$ cat src/rtl/hplvds_rx_pkg.sv
// hplvds_rx_pkg: shared FSM state type, trim width and a constant-safe clog2
// for the HPLVDS receive lane controller.
package hplvds_rx_pkg;
    typedef enum logic [1:0] {OFF, TERM, SETTLE, ACTIVE} state_e;
    localparam int RTERM_TRIM_W = 4;
    function automatic int clog2(input int v);
        int r = 0;
        for (int i = 0; i < 31; i++) if ((1 << i) < v) r = i + 1;
        return r;
    endfunction
endpackage

$ cat src/rtl/hplvds_rx_lane.sv
// hplvds_rx_lane: one pad lane - synchronisers, polarity, electrical-idle
// filter (slow entry, fast exit) and the deserialising shift register.
module hplvds_rx_lane
    import hplvds_rx_pkg::*;
#(
    parameter int DES_W   = 8,
    parameter int EI_FILT = 4
) (
    input  logic             clk,
    input  logic             rst,
    input  logic             pol,
    input  logic             di,
    input  logic             ei,
    input  logic             run,
    input  logic             cap,
    output logic             ei_o,
    output logic [DES_W-1:0] data_o
);
    localparam int CW = clog2(EI_FILT + 1);
    logic             di_s1_q, di_s2_q, ei_s1_q, ei_s2_q;
    logic             ei_q, ei_d, bit_v;
    logic [CW-1:0]    cnt_q, cnt_d;
    logic [DES_W-1:0] sr_q, sr_d, data_q, data_d;
    always_comb begin
        bit_v  = di_s2_q ^ pol;
        sr_d   = {bit_v, sr_q[DES_W-1:1]};
        cnt_d  = !(run && ei_s2_q) ? '0 : (cnt_q == CW'(EI_FILT)) ? cnt_q : cnt_q + 1'b1;
        ei_d   = cnt_d == CW'(EI_FILT);
        data_d = !cap ? data_q : ei_q ? '0 : sr_d;
    end
    always_ff @(posedge clk) begin
        if (rst) begin
            {di_s1_q, di_s2_q, ei_s1_q, ei_s2_q, ei_q} <= '0;
            cnt_q  <= '0;
            sr_q   <= '0;
            data_q <= '0;
        end else begin
            di_s1_q <= di;
            di_s2_q <= di_s1_q;
            ei_s1_q <= ei;
            ei_s2_q <= ei_s1_q;
            ei_q    <= ei_d;
            cnt_q   <= cnt_d;
            sr_q    <= sr_d;
            data_q  <= data_d;
        end
    end
    assign ei_o   = ei_q;
    assign data_o = data_q;
endmodule

$ cat src/rtl/hplvds_rx_lane_ctrl.sv
// hplvds_rx_lane_ctrl: power-up sequencer (RTERM -> RX -> EI detect) for the
// HPLVDS RX pads, shared word-boundary counter and per-lane deserialisers.
module hplvds_rx_lane_ctrl
    import hplvds_rx_pkg::*;
#(
    parameter int N_LANES    = 4,
    parameter int DES_W      = 8,
    parameter int TERM_CYC   = 16,
    parameter int SETTLE_CYC = 64,
    parameter int EI_FILT    = 4
) (
    input  logic                      CLK_I,
    input  logic                      RST_I,
    input  logic                      EN_I,
    input  logic [RTERM_TRIM_W-1:0]   RTERM_TRIM_I,
    input  logic [N_LANES-1:0]        POL_I,
    input  logic [N_LANES-1:0]        DI_I,
    input  logic [N_LANES-1:0]        EI_I,
    output logic                      RTERM_EN_O,
    output logic [RTERM_TRIM_W-1:0]   RTERM_TRIM_O,
    output logic                      RX_EN_O,
    output logic                      EI_DETECT_EN_O,
    output logic                      READY_O,
    output logic [N_LANES-1:0]        EI_O,
    output logic [N_LANES*DES_W-1:0]  DATA_O,
    output logic                      DATA_VLD_O
);
    localparam int TW = clog2((TERM_CYC > SETTLE_CYC ? TERM_CYC : SETTLE_CYC) + 1);
    localparam int BW = clog2(DES_W);
    state_e                  state_q, state_d;
    logic [TW-1:0]           tmr_q, tmr_d;
    logic [BW-1:0]           bit_q, bit_d;
    logic [RTERM_TRIM_W-1:0] trim_q, trim_d;
    logic                    rterm_q, rterm_d, rx_q, rx_d, act_q, act_d, vld_q, vld_d;
    logic                    tmr_last, run, cap;
    always_comb begin
        tmr_last = (state_q == TERM && tmr_q == TW'(TERM_CYC - 1)) ||
                   (state_q == SETTLE && tmr_q == TW'(SETTLE_CYC - 1));
        state_d  = !EN_I ? OFF : (state_q == OFF) ? TERM :
                   tmr_last ? state_e'(state_q + 2'd1) : state_q;
        tmr_d    = (!EN_I || tmr_last || state_q == OFF || state_q == ACTIVE) ? '0 : tmr_q + 1'b1;
        // Counting only while ACTIVE persists keeps a capture from firing on the exit cycle
        run      = state_q == ACTIVE && state_d == ACTIVE;
        cap      = run && bit_q == BW'(DES_W - 1);
        bit_d    = !run ? '0 : cap ? '0 : bit_q + 1'b1;
        trim_d   = (state_q == OFF && state_d == TERM) ? RTERM_TRIM_I : trim_q;
        rterm_d  = state_d != OFF;
        rx_d     = state_d inside {SETTLE, ACTIVE};
        act_d    = state_d == ACTIVE;
        vld_d    = cap;
    end
    always_ff @(posedge CLK_I) begin
        if (RST_I) begin
            state_q <= OFF;
            tmr_q   <= '0;
            bit_q   <= '0;
            trim_q  <= '0;
            {rterm_q, rx_q, act_q, vld_q} <= '0;
        end else begin
            state_q <= state_d;
            tmr_q   <= tmr_d;
            bit_q   <= bit_d;
            trim_q  <= trim_d;
            rterm_q <= rterm_d;
            rx_q    <= rx_d;
            act_q   <= act_d;
            vld_q   <= vld_d;
        end
    end
    for (genvar k = 0; k < N_LANES; k++) begin : g_lane
        hplvds_rx_lane #(.DES_W(DES_W), .EI_FILT(EI_FILT)) u_lane (
            .clk    (CLK_I),
            .rst    (RST_I),
            .pol    (POL_I[k]),
            .di     (DI_I[k]),
            .ei     (EI_I[k]),
            .run    (run),
            .cap    (cap),
            .ei_o   (EI_O[k]),
            .data_o (DATA_O[k*DES_W +: DES_W])
        );
    end
    assign RTERM_EN_O     = rterm_q;
    assign RTERM_TRIM_O   = trim_q;
    assign RX_EN_O        = rx_q;
    assign EI_DETECT_EN_O = act_q;
    assign READY_O        = act_q;
    assign DATA_VLD_O     = vld_q;
endmodule

$ cat config.mk
export PLATFORM = sky130hd
export DESIGN_NAME = hplvds_rx_lane_ctrl
export DESIGN_NICKNAME = d
export VERILOG_FILES = /design/src/rtl/hplvds_rx_pkg.sv /design/src/rtl/hplvds_rx_lane.sv /design/src/rtl/hplvds_rx_lane_ctrl.sv
export SDC_FILE = /design/constraint.sdc
export NUM_CORES = 1
export LEC_CHECK = 0
export CORE_MARGIN = 2
export CORE_UTILIZATION = 32
export CTS_CLUSTER_SIZE = 20
export DETAILED_ROUTE_END_ITERATION = 6
export GPL_ROUTABILITY_DRIVEN = 0
export HOLD_SLACK_MARGIN = 0.1
export PLACE_DENSITY = 0.61
export RECOVER_POWER = 100
export SLEW_MARGIN = 20
export SYNTH_ARGS = -nofsm -noshare
export SYNTH_HDL_FRONTEND = slang
export SYNTH_SLANG_ARGS = --single-unit
$ cat constraint.sdc
create_clock -name CLK_I -period 4.5 [get_ports CLK_I]
set_clock_uncertainty 0.2 [all_clocks]
set_input_delay 0.9 -clock CLK_I [delete_from_list [all_inputs] [get_ports CLK_I]]
set_output_delay 0.9 -clock CLK_I [all_outputs]
set_load 0.03 [all_outputs]
Word-level counts from Yosys, hierarchy flattened
Index checks and enable logic that the tools add are counted.
- add/subtract/negate cells: 7
- $mul: 0
- divide/modulo/power cells: 0
- order comparisons: 0
- equal/unequal tests: 17
- shift-type cells: 0
- muxes and demuxes: 15
- bitwise logic cells: 5
- reductions and logical operators: 19
- operators by type and width (cell ; number):
    8-bit two-way mux ; 4
    3-bit equality test (second input constant) ; 9
    3-bit two-way mux ; 8
    3-bit by 1-bit adder with 3-bit output (second input constant) ; 5
    1-bit logical AND ; 9
    2-bit equality test (second input constant) ; 4
    7-bit by 1-bit adder with 7-bit output (second input constant) ; 1
    7-bit by 4-bit equality test with 1-bit output (second input constant) ; 1
    7-bit by 6-bit equality test with 1-bit output (second input constant) ; 1
    2-bit two-way mux ; 3
    2-bit by 1-bit equality test with 1-bit output (second input constant) ; 2
    1-bit logical OR ; 4
    2-bit nonzero test ; 2
    1-bit XOR ; 4
    3-bit OR reduction ; 1
    2-bit by 1-bit adder with 2-bit output (second input constant) ; 1
    2-bit zero test ; 1
    2-bit OR reduction ; 1
    1-bit zero test ; 1
    1-bit NOT ; 1
- flip-flop bits (word level): 116
- latch bits: 0
- memory bits (writable): 0
- ROM bits: 0
- bits of input ports: 19
- output and inout bits: 45
- memories kept: 0

Depth between registers and ports, before layout
Gate-level depths: netlist of run 1.
- depth after elaboration: 11
- depth in mapped cells: 9

Modules after synthesis
Synthesis of run 1 repeated with hierarchy kept, for this count alone.
- cells, all modules: 427
- area total of the unflattened synthesis: 4269.1 um2
- by module, submodules not included (module ; instances ; cells each ; area an instance (um2) ; sequential area each (um2)):
    hplvds_rx_lane ; 4 ; 81 ; 829.5 ; 460.4
    hplvds_rx_lane_ctrl ; 1 ; 103 ; 950.9 ; 400.4

Least setup slack after synthesis of run 1
OpenSTA, ideal clock, no wires.
- path kind: input-to-reg
- start point: input EN_I
- end point: register g_lane[0].u_lane.data_q[6]
- library setup time: 0.072 ns
- data arrival time: 1.840 ns
- slack: 2.388 ns
- cell stages on the path: 6
- cells stage by stage: and4b_1 nand3_1 mux2i_1 buf_4 buf_6 mux2i_1
- word-level cells in the longest chain between the ends: 4
- RTL lines (what ; line ; text):
    start, declared ; hplvds_rx_lane_ctrl.sv:14 ; input logic EN_I,
    2-bit two-way mux ; hplvds_rx_lane_ctrl.sv:39 ; state_d = !EN_I ? OFF : (state_q == OFF) ? TERM :
    2-bit equality test ; hplvds_rx_lane_ctrl.sv:43 ; run = state_q == ACTIVE && state_d == ACTIVE;
    1-bit logical AND ; hplvds_rx_lane_ctrl.sv:43 ;
    1-bit logical AND ; hplvds_rx_lane_ctrl.sv:44 ; cap = run && bit_q == BW'(DES_W - 1);
    end signal, assigned ; hplvds_rx_lane.sv:45 ; data_q <= data_d;
    end, declared ; hplvds_rx_lane.sv:23 ; logic [DES_W-1:0] sr_q, sr_d, data_q, data_d;
Every way passes these cells.
A chain may end at the register's enable or synchronous reset.

==> metrics.json, run 1 <==
{
  "cts-htree-levels": {"value": 3},
  "setup_total_negative_slack": {"value": 0, "unit": "ns"},
  "place_inst": {"value": 642},
  "syn2layout_area_growth": {"value": 22.69, "unit": "%"},
  "maxCapViolCount": {"value": 0},
  "power.leakage": {"value": 2.014, "unit": "nW"},
  "cp.required": {"value": 4.51, "unit": "ns"},
  "remaining_drcs": {"value": 0},
  "pwr_density_cell": {"value": 363.9, "unit": "nW/um2"},
  "ctsRootBufferMaster": {"value": "sky130_fd_sc_hd__clkbuf_16"},
  "drtIter0Drc": {"value": 204},
  "initial_util": {"value": 32.93, "unit": "%"},
  "drt_pass1_iterations": {"value": 4},
  "worstMarginPinSlew": {"value": 1.136, "unit": "ns"},
  "synth.area.mux_share": {"value": 8.745, "unit": "%"},
  "number_of_nets_in_the_synthesized_netlist": {"value": 459},
  "drive_gt1_share": {"value": 4.772, "unit": "%"},
  "routed_via_density": {"value": 4.523},
  "critPathCapture": {"value": "g_lane[3].u_lane.data_o[2]$_SDFFE_PP0P_"},
  "nNetsFinal": {"value": 511},
  "groute.usage.overall": {"value": 11.42, "unit": "%"},
  "average_detailed_routed_wire_length_per_instance": {"value": 12.40, "unit": "um"},
  "startpoint": {"value": "RST_I"},
  "cell_count_final_fillers_out": {"value": 658},
  "status": {"value": "completed"},
  "timing.critical_path.slowest_cell_delay": {"value": 0.72, "unit": "ns"},
  "critPathSlowestCell": {"value": "sky130_fd_sc_hd__clkbuf_1"},
  "largest_family_of_logic_cells_by_synthesized_area": {"value": "simple AND/OR/NAND/NOR gates"},
  "highest_clock_frequency_the_design_can_meet": {"value": 315.0, "unit": "MHz"},
  "vias_in_the_first_global_route": {"value": 2900},
  "timing.max_slew.rel_slack": {"value": 24.29, "unit": "%"},
  "r2r-start": {"value": "state_q[0]$_SDFF_PP0_"},
  "critPathCaptureType": {"value": "register"},
  "fp.dieArea": {"value": 14630, "unit": "um2"},
  "hold_path.class": {"value": "register to register"},
  "rrSetupSlack": {"value": 2.00, "unit": "ns"},
  "placeableCoreArea": {"value": 13300, "unit": "um2"},
  "post-route-min-period": {"value": 3.174, "unit": "ns"},
  "hold_viol": {"value": 0},
  "yosys.area_share.adder": {"value": 4.287, "unit": "%"},
  "crit_share_post_route": {"value": 70.54, "unit": "%"},
  "mappedNetlistArea": {"value": 4378, "unit": "um2"},
  "yosys.cell_types.count": {"value": 41},
  "number_of_antenna_violations_at_the_first_check_in_global_routing": {"value": 0},
  "cp_cell_sequence": {"value": "clkbuf_1 -> clkinv_1 -> clkbuf_2 -> nand3b_1 -> mux2i_1"},
  "cp.buffers_inverters": {"value": 3},
  "clk_pin_slew": {"value": 0.07, "unit": "ns"},
  "critical_path.max_fanout": {"value": 59},
  "detail_route.wirelength": {"value": 8160, "unit": "um"},
  "cts_repair_resize_count": {"value": 0},
  "floorplan.rows": {"value": 42},
  "cts_max_path_buffers": {"value": 2},
  "worstSkewPairLatency": {"value": 0.34, "unit": "ns"},
  "r2r_endpoint": {"value": "g_lane[0].u_lane.ei_o$_SDFF_PP0_"},
  "timing.final.setup_violations": {"value": 0},
  "ys_warns": {"value": 0},
  "crit_type": {"value": "input port to register"},
  "path_depth": {"value": 5},
  "synth-seq-cells": {"value": 112},
  "io_buffers": {"value": 63},
  "die_height": {"value": 121.0, "unit": "um"},
  "synthesis.area_per_instance": {"value": 10.30, "unit": "um2"},
  "dr_total_vias": {"value": 2976},
  "synth_simple_gate_area_share": {"value": 25.38, "unit": "%"},
  "tritoncts": {"value": "built"},
  "grt.overflow.total": {"value": 0},
  "antenna_cells": {"value": 0},
  "critical_path.startpoint_type": {"value": "input port"},
  "critical_path.top_delay_family": {"value": "buffers and inverters"},
  "maxSlewViolCount": {"value": 0},
  "grt_max_degree": {"value": 60},
  "area_fraction_in_compound_gates_after_synthesis": {"value": 2.772, "unit": "%"},
  "synth_sequential_area_ratio": {"value": 51.21, "unit": "%"},
  "synth_xor_area_share": {"value": 2.601, "unit": "%"},
  "io-pin-count": {"value": 64},
  "wire_length_of_the_first_global_routing_pass": {"value": 13400, "unit": "um"},
  "worstPathArrival": {"value": 3.19, "unit": "ns"},
  "die_width": {"value": 121.0, "unit": "um"},
  "cts_num_sinks": {"value": 112},
  "post_cts.repair.setup_buffers": {"value": 0},
  "ir_worst_vdd": {"value": 0.2431, "unit": "mV"},
  "number_of_buffers_created_by_cts": {"value": 9},
  "route.antenna.remaining_nets": {"value": 0},
  "worst_r2r_path_depth": {"value": 6},
  "count_of_hold_fix_buffers_inserted_at_cts": {"value": 0},
  "place.detailed.hpwl": {"value": 5586, "unit": "um"},
  "setup_repair_after_global_routing_missed_its_margin": {"value": "false"},
  "syn-instance-count": {"value": 425}
}
synth_stat cells (all sizes together):
master | n | area (um2)
dfxtp | 112 | 2242
nand2 | 53 | 198.9
nor2b | 43 | 269.0
mux2i | 33 | 330.3
nand3b | 33 | 247.7
nor2 | 18 | 67.56
ha | 15 | 187.7
buf | 14 | 121.4
inv | 14 | 52.55
clkbuf | 11 | 41.29
nor3 | 11 | 55.05
xnor2 | 11 | 96.34
nand3 | 10 | 50.05
a21oi | 7 | 35.03
nor4 | 7 | 65.06
mux2 | 4 | 52.55
nor4b | 4 | 56.30
o21ai | 4 | 20.02
o2111ai | 3 | 43.80
or3 | 3 | 18.77
and4b | 2 | 20.02
nor3b | 2 | 20.02
o211ai | 2 | 15.01
xor2 | 2 | 17.52
and2b | 1 | 7.510
and3 | 1 | 6.260
clkinv | 1 | 3.750
nand2b | 1 | 6.260
o21a | 1 | 7.510
or3b | 1 | 8.760
or4b | 1 | 13.76
stage by stage:
stage	power, W	cell area [um2]	worst slack [ns]	hold slack [ns]	util, %
finish	0.001955	5371	1.326	0.2364	40.40
detailed placement	0.001116	5096	1.370	0.2220	38.33
global placement	0.001115	5096	1.432	0.2216	38.33
global route	0.002028	5371	1.019	0.2562	40.40
CTS	0.001985	5429	1.724	0.2418	40.83
floorplan	0.001084	4378	2.388	0.2138	-
flip-flops by register name, summed over array words and instances (netlist names), 2 cells and up:
| register | count |
|---|---|
| state_q | 2 |
| g_lane.u_lane.sr_q | 28 |
| g_lane.u_lane.ei_s2_q | 4 |
| tmr_q | 7 |
| RTERM_TRIM_O | 4 |
| g_lane.u_lane.cnt_q | 12 |
| bit_q | 3 |
| g_lane.u_lane.ei_s1_q | 4 |
| g_lane.u_lane.ei_o | 4 |
| g_lane.u_lane.data_o | 32 |
| g_lane.u_lane.di_s2_q | 4 |
| g_lane.u_lane.di_s1_q | 4 |
area by class of cell:
class / count / area (um2)
inverters: 15 / 56.30
clock buffers: 12 / 256.5
flip-flops and latches: 112 / 2242
fillers: 1302 / 7924
clock inverters: 4 / 76.32
multi-input cells: 273 / 1876
repair buffers: 66 / 644.4
well taps: 176 / 220.2
placed cells by master, fill, tap and decap left out, drive strengths merged, types with 4 or more instances in the layout:
cell type      synthesis  routed
xnor2                 11      11
nand3b                33      33
dfxtp                112     112
dlygate4sd3            0      46
o21ai                  4       4
nor4                   7       7
nand3                 10      10
nor3                  11      11
mux2i                 33      33
mux2                   4       4
ha                    15      15
clkbuf                11      14
nor4b                  4       4
nor2                  18      18
clkdlybuf4s50          0      16
nor2b                 43      43
inv                   14      14
a21oi                  7       7
nand2                 53      53
cell families (layout without fill, tap and decap cells):
family	count (synthesis)	count (layout)
simple gates	191	191
flops	112	112
buf+inv	40	97
mux	37	37
compound gates	17	17
fa+ha+maj	15	15
xor+xnor	13	13
how the worst min path moves through the flow:
stage,startpoint,cells after the start,endpoint,slack [ns]
2_1_floorplan,g_lane[0].u_lane.di_s1_q$_SDFF_PP0_,1,g_lane[0].u_lane.di_s2_q$_SDFF_PP0_,0.21
3_3_place_gp,g_lane[0].u_lane.ei_s1_q$_SDFF_PP0_,1,g_lane[0].u_lane.ei_s2_q$_SDFF_PP0_,0.22
3_5_place_dp,g_lane[3].u_lane.di_s1_q$_SDFF_PP0_,1,g_lane[3].u_lane.di_s2_q$_SDFF_PP0_,0.22
4_1_cts,g_lane[0].u_lane.ei_s1_q$_SDFF_PP0_,1,g_lane[0].u_lane.ei_s2_q$_SDFF_PP0_,0.24
5_1_grt,g_lane[0].u_lane.ei_s1_q$_SDFF_PP0_,1,g_lane[0].u_lane.ei_s2_q$_SDFF_PP0_,0.26
6_report,bit_q[0]$_SDFF_PP0_,1,bit_q[0]$_SDFF_PP0_,0.24
power breakdown:
part           leakage [nW]  switching [W]  internal [W]
logic                 0.946      0.0000422     0.0000331
registers             0.909     0.00000686       0.00101
clock network         0.159       0.000345      0.000520
total                  2.01       0.000395       0.00156
per-layer routing:
metal	share of wire [%]	up-vias	GRT usage (%)	routed length (um)
met2	47	55	19.21	3833
met5	0	-	0	0
met1	48	1385	14.13	3895
met3	3.7	9	2.961	303
met4	1.6	0	3.924	127
li1	-	1527	-	-
Power figures use the tool's default switching activity.
==> run 2, diff against run 1 <==
--- a/config.mk
+++ b/config.mk
@@ -11,7 +11,7 @@
 export DETAILED_ROUTE_END_ITERATION = 6
 export GPL_ROUTABILITY_DRIVEN = 0
 export HOLD_SLACK_MARGIN = 0.1
-export PLACE_DENSITY = 0.61
+export PLACE_DENSITY = 0.63
 export RECOVER_POWER = 100
 export SLEW_MARGIN = 20
 export SYNTH_ARGS = -nofsm -noshare
==> constraint.sdc (replaced) <==
create_clock -name CLK_I -period 2.9 [get_ports CLK_I]
set_clock_uncertainty 0.2 [all_clocks]
set_input_delay 0.58 -clock CLK_I [delete_from_list [all_inputs] [get_ports CLK_I]]
set_output_delay 0.58 -clock CLK_I [all_outputs]
set_load 0.03 [all_outputs]
==> run 2 against run 1 <==
Compared with the run above: first-iteration DRC count shrank 39%; critical path type is now register to output port; register-to-register slack lost 1.4 ns; cell count grew 0.15%; die area is the same; count of clock-buffer cells in the layout shrank 2.
==> metrics.json, run 2 (same netlist as run 1, synthesis figures left out) <==
{
  "status": {"value": "completed", "change": "unchanged"},
  "wire_length_of_the_first_global_routing_pass": {"value": 14030, "unit": "um", "change": "was 13400 um"},
  "min_from": {"value": "bit_q[0]$_SDFF_PP0_", "change": "unchanged"},
  "critPathSlowestCell": {"value": "sky130_fd_sc_hd__dlygate4sd3_1", "change": "was sky130_fd_sc_hd__clkbuf_1"},
  "placeableCoreArea": {"value": 13300, "unit": "um2", "change": "unchanged"},
  "die_width": {"value": 121.0, "unit": "um", "change": "unchanged"},
  "timing.final.setup_violations": {"value": 0, "change": "unchanged"},
  "post-route-min-period": {"value": 2.421, "unit": "ns"},
  "groute.usage.overall": {"value": 12.01, "unit": "%", "change": "was 11.42%"},
  "vias_in_the_first_global_route": {"value": 2990, "change": "was 2900"},
  "worstSkewPairLatency": {"value": 0.35, "unit": "ns", "change": "was 0.34 ns"},
  "io_buffers": {"value": 63, "change": "unchanged"},
  "finalPower": {"value": 0.003031, "unit": "W", "change": "was 0.001955 W"},
  "cp_cell_sequence": {"value": "dlygate4sd3_1", "change": "was clkbuf_1 -> clkinv_1 -> clkbuf_2 -> nand3b_1 -> mux2i_1"},
  "most-common-layout-cells": {"value": "sky130_fd_sc_hd__dfxtp_1 (112), sky130_fd_sc_hd__nand2_1 (53), sky130_fd_sc_hd__dlygate4sd3_1 (46), sky130_fd_sc_hd__nor2b_1 (43)", "change": "was sky130_fd_sc_hd__dfxtp_1 (112), sky130_fd_sc_hd__nand2_1 (53), sky130_fd_sc_hd__dlygate4sd3_1 (46), sky130_fd_sc_hd__nor2b_1 (43), sky130_fd_sc_hd__nand3b_1 (33)"},
  "drive_gt1_share": {"value": 5.383, "unit": "%", "change": "was 4.772%"},
  "multi_input_area": {"value": 1871, "unit": "um2", "change": "was 1876 um2"},
  "floorplan.rows": {"value": 42, "change": "unchanged"},
  "pwr_density_cell": {"value": 563.2, "unit": "nW/um2", "change": "was 363.9 nW/um2"},
  "die_height": {"value": 121.0, "unit": "um", "change": "unchanged"},
  "routed_via_density": {"value": 4.563, "change": "was 4.523"},
  "post-route-worst-setup-slack": {"value": 0.4787, "unit": "ns", "change": "was 1.326 ns"},
  "drtIter0Drc": {"value": 124, "change": "was 204"},
  "ff_latch_area": {"value": 2242, "unit": "um2", "change": "unchanged"},
  "syn2layout_area_growth": {"value": 22.95, "unit": "%", "change": "was 22.69%"},
  "dr_total_vias": {"value": 3007, "change": "was 2976"},
  "nNetsFinal": {"value": 512, "change": "was 511"},
  "setup_total_negative_slack": {"value": 0, "unit": "ns", "change": "unchanged"},
  "ir_worst_vdd": {"value": 0.2496, "unit": "mV", "change": "was 0.2431 mV"},
  "crit_share_post_route": {"value": 83.49, "unit": "%"},
  "timing.max_slew.rel_slack": {"value": 32.49, "unit": "%", "change": "was 24.29%"},
  "average_detailed_routed_wire_length_per_instance": {"value": 12.76, "unit": "um", "change": "was 12.40 um"},
  "power.leakage": {"value": 2.029, "unit": "nW", "change": "was 2.014 nW"},
  "grt.overflow.total": {"value": 0, "change": "unchanged"},
  "place.detailed.hpwl": {"value": 5748, "unit": "um", "change": "was 5586 um"},
  "drt_pass1_iterations": {"value": 4, "change": "unchanged"},
  "fp.dieArea": {"value": 14630, "unit": "um2", "change": "unchanged"},
  "worst_slack_placed": {"value": 0.2799, "unit": "ns", "change": "was 1.370 ns"},
  "grt_max_degree": {"value": 60, "change": "unchanged"},
  "critPathCaptureType": {"value": "output port", "change": "was register"},
  "tritoncts": {"value": "built", "change": "unchanged"},
  "io-pin-count": {"value": 64, "change": "unchanged"},
  "critical_path.max_fanout": {"value": 9, "change": "was 59"},
  "worstMarginPinSlew": {"value": 1.013, "unit": "ns", "change": "was 1.136 ns"},
  "highest_clock_frequency_the_design_can_meet": {"value": 413.0, "unit": "MHz"},
  "worstPathArrival": {"value": 1.64, "unit": "ns", "change": "was 3.19 ns"},
  "cp.required": {"value": 2.12, "unit": "ns", "change": "was 4.51 ns"},
  "post_cts.repair.setup_buffers": {"value": 0, "change": "unchanged"},
  "rrSetupSlack": {"value": 0.57, "unit": "ns", "change": "was 2.00 ns"},
  "count_of_hold_fix_buffers_inserted_at_cts": {"value": 0, "change": "unchanged"},
  "ctsRootBufferMaster": {"value": "sky130_fd_sc_hd__clkbuf_16", "change": "unchanged"},
  "remaining_drcs": {"value": 0, "change": "unchanged"},
  "critical_path.startpoint_type": {"value": "register", "change": "was input port"},
  "maxCapViolCount": {"value": 0, "change": "unchanged"},
  "number_of_antenna_violations_at_the_first_check_in_global_routing": {"value": 0, "change": "unchanged"},
  "cts_max_path_buffers": {"value": 2, "change": "unchanged"},
  "detail_route.wirelength": {"value": 8409, "unit": "um", "change": "was 8160 um"},
  "initial_util": {"value": 32.93, "unit": "%", "change": "unchanged"},
  "antenna_cells": {"value": 0, "change": "unchanged"},
  "cts-htree-levels": {"value": 3, "change": "unchanged"},
  "maxSlewViolCount": {"value": 0, "change": "unchanged"},
  "startpoint": {"value": "g_lane[0].u_lane.ei_o$_SDFF_PP0_", "change": "was RST_I"},
  "clk_pin_slew": {"value": 0.07, "unit": "ns", "change": "about the same"},
  "cts_num_sinks": {"value": 112, "change": "unchanged"},
  "largest_reg_flops": {"value": 32, "change": "unchanged"},
  "timing.critical_path.slowest_cell_delay": {"value": 0.80, "unit": "ns", "change": "was 0.72 ns"},
  "num-fill-cells": {"value": 1299, "change": "was 1302"},
  "route.antenna.remaining_nets": {"value": 0, "change": "unchanged"},
  "critical_path.top_delay_family": {"value": "buffers and inverters", "change": "unchanged"},
  "setup_repair_after_global_routing_missed_its_margin": {"value": "false", "change": "unchanged"},
  "cp.buffers_inverters": {"value": 1, "change": "was 3"},
  "hold_path.class": {"value": "register to register", "change": "unchanged"},
  "number_of_buffers_created_by_cts": {"value": 9, "change": "unchanged"},
  "hold_viol": {"value": 0, "change": "unchanged"},
  "mostFrequentLayoutCell": {"value": "sky130_fd_sc_hd__dfxtp_1", "change": "unchanged"},
  "crit_type": {"value": "register to output port", "change": "was input port to register"},
  "r2r-start": {"value": "state_q[0]$_SDFF_PP0_", "change": "unchanged"},
  "cts_repair_resize_count": {"value": 0, "change": "unchanged"}
}
run 2: cell count changes in the layout (fill, tap and decap cells not counted), sizes merged:
cell	previous run	this run
clkbuf	14	12
buf	2	3
clkinv	2	3
inv	14	15
run 2: layout make-up:
| class | count | share of cell area, % |
|---|---|---|
| sequential | 112 | 41.66 |
| multi-input combinational | 273 | 34.75 |
| timing repair buffer | 67 | 12.34 |
| clock buffer | 10 | 4.440 |
| tap | 176 | 4.091 |
| clock inverter | 6 | 1.674 |
| inverter | 15 | 1.046 |
run 2: report_power, final:
group	internal (W)	total, W	switching, W
clock	0.000784	0.00134	0.000555
combinational	0.0000522	0.000118	0.0000660
sequential	0.00156	0.00157	0.0000109
run 2: per-stage QoR:
step                      utilization, %  area (um2)  instances  hold slack, ns
after floorplan                        -        4378        425          0.2138
after global placement             38.48        5116        643          0.2166
after detailed placement           38.48        5116        643          0.2239
after CTS                          40.96        5445        659          0.2408
after global routing               40.49        5383        659          0.2540
final                              40.49        5383        659          0.2344
run 2: worst paths after layout:
path	endpoint	cells past startpoint
setup reg to reg	tmr_q[4]$_SDFF_PP0_	6
hold / removal	bit_q[0]$_SDFF_PP0_	1
setup / recovery	EI_O[0]	1
hold reg to reg	bit_q[0]$_SDFF_PP0_	1
run 2: metal layers:
| layer | global-route usage (%) | vias up | routed length [um] |
|---|---|---|---|
| li1 | - | 1516 | - |
| met1 | 14.50 | 1432 | 3900 |
| met2 | 20.19 | 52 | 4041 |
| met3 | 3.477 | 7 | 379 |
| met4 | 4.506 | 0 | 87 |
| met5 | 0 | - | 0 |
==> run 3, diff against run 2 <==
--- a/config.mk
+++ b/config.mk
@@ -11,7 +11,7 @@
 export DETAILED_ROUTE_END_ITERATION = 6
 export GPL_ROUTABILITY_DRIVEN = 0
 export HOLD_SLACK_MARGIN = 0.1
-export PLACE_DENSITY = 0.63
+export PLACE_DENSITY = 0.61
 export RECOVER_POWER = 100
 export SLEW_MARGIN = 20
 export SYNTH_ARGS = -nofsm -noshare
==> constraint.sdc (replaced) <==
create_clock -name CLK_I -period 2.55 [get_ports CLK_I]
set_clock_uncertainty 0.2 [all_clocks]
set_input_delay 0.51 -clock CLK_I [delete_from_list [all_inputs] [get_ports CLK_I]]
set_output_delay 0.51 -clock CLK_I [all_outputs]
set_load 0.03 [all_outputs]
==> run 3 against run 2 <==
Compared with the run above: via count rose by 0.50%; cell area rose by 0.81%; sequential power rose by 14%; count of clock-buffer cells in the layout rose by 1; cell count rose by 0.46%; die area did not move; flip-flop and latch count did not move; critical path depth did not move.
==> metrics.json, run 3 (same netlist as run 1, synthesis figures left out) <==
{
  "placeableCoreArea": {"value": 13300, "unit": "um2", "change": "unchanged"},
  "average_detailed_routed_wire_length_per_instance": {"value": 12.70, "unit": "um", "change": "was 12.76 um"},
  "worstMarginPinSlew": {"value": 0.6636, "unit": "ns", "change": "was 1.013 ns"},
  "detail_route.wirelength": {"value": 8409, "unit": "um", "change": "unchanged"},
  "min_from": {"value": "g_lane[2].u_lane.ei_s1_q$_SDFF_PP0_", "change": "was bit_q[0]$_SDFF_PP0_"},
  "worstSkewPairLatency": {"value": 0.35, "unit": "ns", "change": "about the same"},
  "critPathCaptureType": {"value": "output port", "change": "unchanged"},
  "drtIter0Drc": {"value": 180, "change": "was 124"},
  "grt_max_degree": {"value": 60, "change": "unchanged"},
  "maxSlewViolCount": {"value": 0, "change": "unchanged"},
  "place_inst": {"value": 648, "change": "was 643"},
  "crit_share_post_route": {"value": 92.03, "unit": "%"},
  "drt_pass1_iterations": {"value": 4, "change": "unchanged"},
  "timing.critical_path.slowest_cell_delay": {"value": 0.79, "unit": "ns", "change": "was 0.80 ns"},
  "highest_clock_frequency_the_design_can_meet": {"value": 426.1, "unit": "MHz"},
  "antenna_cells": {"value": 0, "change": "unchanged"},
  "cts_num_sinks": {"value": 112, "change": "unchanged"},
  "setup_repair_after_global_routing_missed_its_margin": {"value": "false", "change": "unchanged"},
  "final_core_util": {"value": 40.82, "unit": "%", "change": "was 40.49%"},
  "startpoint": {"value": "g_lane[2].u_lane.ei_o$_SDFF_PP0_", "change": "was g_lane[0].u_lane.ei_o$_SDFF_PP0_"},
  "hold_viol": {"value": 0, "change": "unchanged"},
  "power.net_switching": {"value": 0.0006943, "unit": "W", "change": "was 0.0006322 W"},
  "remaining_drcs": {"value": 0, "change": "unchanged"},
  "power.share.sequential": {"value": 52.5, "unit": "%", "change": "was 51.9%"},
  "most-common-layout-cells": {"value": "sky130_fd_sc_hd__dfxtp_1 (112), sky130_fd_sc_hd__nand2_1 (53), sky130_fd_sc_hd__dlygate4sd3_1 (45), sky130_fd_sc_hd__nor2b_1 (43), sky130_fd_sc_hd__nand3b_1 (33)", "change": "was sky130_fd_sc_hd__dfxtp_1 (112), sky130_fd_sc_hd__nand2_1 (53), sky130_fd_sc_hd__dlygate4sd3_1 (46), sky130_fd_sc_hd__nor2b_1 (43)"},
  "tritoncts": {"value": "built", "change": "unchanged"},
  "place.detailed.hpwl": {"value": 5846, "unit": "um", "change": "was 5748 um"},
  "detailed_place.area": {"value": 5154, "unit": "um2", "change": "was 5116 um2"},
  "post_cts.repair.setup_buffers": {"value": 0, "change": "unchanged"},
  "cp_cell_sequence": {"value": "dlygate4sd3_1", "change": "unchanged"},
  "mostFrequentLayoutCell": {"value": "sky130_fd_sc_hd__dfxtp_1", "change": "unchanged"},
  "rrSetupSlack": {"value": 0.21, "unit": "ns", "change": "was 0.57 ns"},
  "r2r-start": {"value": "state_q[0]$_SDFF_PP0_", "change": "unchanged"},
  "wire_length_of_the_first_global_routing_pass": {"value": 13800, "unit": "um", "change": "was 14030 um"},
  "grt.overflow.total": {"value": 0, "change": "unchanged"},
  "worstPathArrival": {"value": 1.64, "unit": "ns", "change": "about the same"},
  "r2r_endpoint": {"value": "g_lane[0].u_lane.data_o[7]$_SDFFE_PP0P_", "change": "was tmr_q[4]$_SDFF_PP0_"},
  "timing.max_slew.rel_slack": {"value": 55.76, "unit": "%", "change": "was 32.49%"},
  "post-route-min-period": {"value": 2.347, "unit": "ns"},
  "io-pin-count": {"value": 64, "change": "unchanged"},
  "nNetsFinal": {"value": 517, "change": "was 512"},
  "hold_path_depth": {"value": 1, "change": "unchanged"},
  "path_depth": {"value": 1, "change": "unchanged"},
  "cp.required": {"value": 1.84, "unit": "ns", "change": "was 2.12 ns"},
  "status": {"value": "completed", "change": "unchanged"},
  "groute.usage.overall": {"value": 11.79, "unit": "%", "change": "was 12.01%"},
  "route.antenna.remaining_nets": {"value": 0, "change": "unchanged"},
  "pwr_density_cell": {"value": 628.7, "unit": "nW/um2", "change": "was 563.2 nW/um2"},
  "count_of_hold_fix_buffers_inserted_at_cts": {"value": 0, "change": "unchanged"},
  "hold_path.class": {"value": "register to register", "change": "unchanged"},
  "finalInstanceArea": {"value": 5426, "unit": "um2", "change": "was 5383 um2"},
  "worst_r2r_path_depth": {"value": 6, "change": "unchanged"},
  "die_height": {"value": 121.0, "unit": "um", "change": "unchanged"},
  "power_switching_share": {"value": 20.35, "unit": "%", "change": "was 20.85%"},
  "clk_pin_slew": {"value": 0.07, "unit": "ns", "change": "about the same"},
  "ctsRootBufferMaster": {"value": "sky130_fd_sc_hd__clkbuf_16", "change": "unchanged"},
  "initial_util": {"value": 32.93, "unit": "%", "change": "unchanged"},
  "vias_in_the_first_global_route": {"value": 2963, "change": "was 2990"},
  "setup_total_negative_slack": {"value": 0, "unit": "ns", "change": "unchanged"},
  "maxCapViolCount": {"value": 0, "change": "unchanged"},
  "timing.final.setup_violations": {"value": 0, "change": "unchanged"},
  "fp.dieArea": {"value": 14630, "unit": "um2", "change": "unchanged"},
  "power.leakage": {"value": 2.051, "unit": "nW", "change": "was 2.029 nW"},
  "critPathSlowestCell": {"value": "sky130_fd_sc_hd__dlygate4sd3_1", "change": "unchanged"},
  "dr_total_vias": {"value": 3022, "change": "was 3007"},
  "drive_gt1_share": {"value": 6.379, "unit": "%", "change": "was 5.383%"},
  "finalPower": {"value": 0.003411, "unit": "W", "change": "was 0.003031 W"},
  "cell_count_final_fillers_out": {"value": 662, "change": "was 659"},
  "cp.buffers_inverters": {"value": 1, "change": "unchanged"},
  "ir_worst_vdd": {"value": 0.3310, "unit": "mV", "change": "was 0.2496 mV"},
  "cts-htree-levels": {"value": 3, "change": "unchanged"},
  "critical_path.top_delay_family": {"value": "buffers and inverters", "change": "unchanged"},
  "clkPwrFrac": {"value": 43.4, "unit": "%", "change": "was 44.2%"},
  "number_of_antenna_violations_at_the_first_check_in_global_routing": {"value": 0, "change": "unchanged"},
  "number_of_buffers_created_by_cts": {"value": 9, "change": "unchanged"},
  "die_width": {"value": 121.0, "unit": "um", "change": "unchanged"},
  "num-fill-cells": {"value": 1324, "change": "was 1299"},
  "share_comb_of_total_power": {"value": 4.1, "unit": "%", "change": "was 3.9%"},
  "critical_path.max_fanout": {"value": 9, "change": "unchanged"},
  "critical_path.startpoint_type": {"value": "register", "change": "unchanged"},
  "routed_via_density": {"value": 4.565, "change": "was 4.563"},
  "critPathCapture": {"value": "EI_O[2]", "change": "was EI_O[0]"},
  "largest_reg_flops": {"value": 32, "change": "unchanged"},
  "io_buffers": {"value": 63, "change": "unchanged"},
  "crit_type": {"value": "register to output port", "change": "unchanged"},
  "cts_max_path_buffers": {"value": 2, "change": "unchanged"},
  "syn2layout_area_growth": {"value": 23.95, "unit": "%", "change": "was 22.95%"},
  "internal-power": {"value": 0.002717, "unit": "W", "change": "was 0.002399 W"},
  "floorplan.rows": {"value": 42, "change": "unchanged"}
}
run 3: layer usage:
layer / GRT usage (%) / share of wire, % / up-vias / wire (um)
li1: - / - / 1538 / -
met5: 0 / 0 / - / 0
met3: 3.102 / 3.9 / 10 / 324
met4: 4.433 / 1.6 / 0 / 136
met2: 19.77 / 48 / 47 / 4028
met1: 14.47 / 47 / 1427 / 3921
run 3: cell type report:
cell class,count,area [um2],share of cell area (%)
sequential,112,2242,41.32
multi-input combinational,273,1902,35.05
timing repair buffer,72,695.7,12.82
clock buffer,11,242.7,4.473
tap,176,220.2,4.058
clock inverter,3,67.56,1.245
inverter,15,56.30,1.038
run 3: how the worst min path moves through the flow:
stage,endpoint
2_1_floorplan,g_lane[0].u_lane.di_s2_q$_SDFF_PP0_
3_5_place_dp,g_lane[2].u_lane.ei_s2_q$_SDFF_PP0_
4_1_cts,g_lane[2].u_lane.ei_s2_q$_SDFF_PP0_
5_1_grt,g_lane[0].u_lane.ei_s2_q$_SDFF_PP0_
3_3_place_gp,g_lane[0].u_lane.di_s2_q$_SDFF_PP0_
6_report,g_lane[2].u_lane.ei_s2_q$_SDFF_PP0_
run 3: worst reg2reg max path: cells and delay by family (launching register included):
family	cells	cell delay, ns
simple gates	2	0.44
fa+ha+maj	1	0.32
buf+inv	1	0.13
mux	2	0.71
flops	1	0.44
run 3: stage by stage:
step	hold slack, ns	worst slack, ns
3_5_place_dp	0.2300	0.04624
5_1_grt	0.2537	0.06192
6_report	0.2365	0.2033
3_3_place_gp	0.2188	0.08324
4_1_cts	0.2383	0.1618
2_1_floorplan	0.2138	0.4795
run 3: what timing repair did:
action / in CTS / in global routing
hold endpoints to repair: 0 / 0
endpoints found under the setup margin: 0 / 1
resized for setup: 0 / 2
run 3: power groups by stage:
| stage | Sequential [W] | Combinational (W) | Clock, W |
|---|---|---|---|
| 4_1_cts | 0.00179 | 0.000146 | 0.00152 |
| 5_1_grt | 0.00179 | 0.000153 | 0.00158 |
| 6_report | 0.00179 | 0.000139 | 0.00148 |
| 3_3_place_gp | 0.00183 | 0.000142 | 0 |
| 2_1_floorplan | 0.00184 | 0.0000767 | 0 |
| 3_5_place_dp | 0.00183 | 0.000145 | 0 |
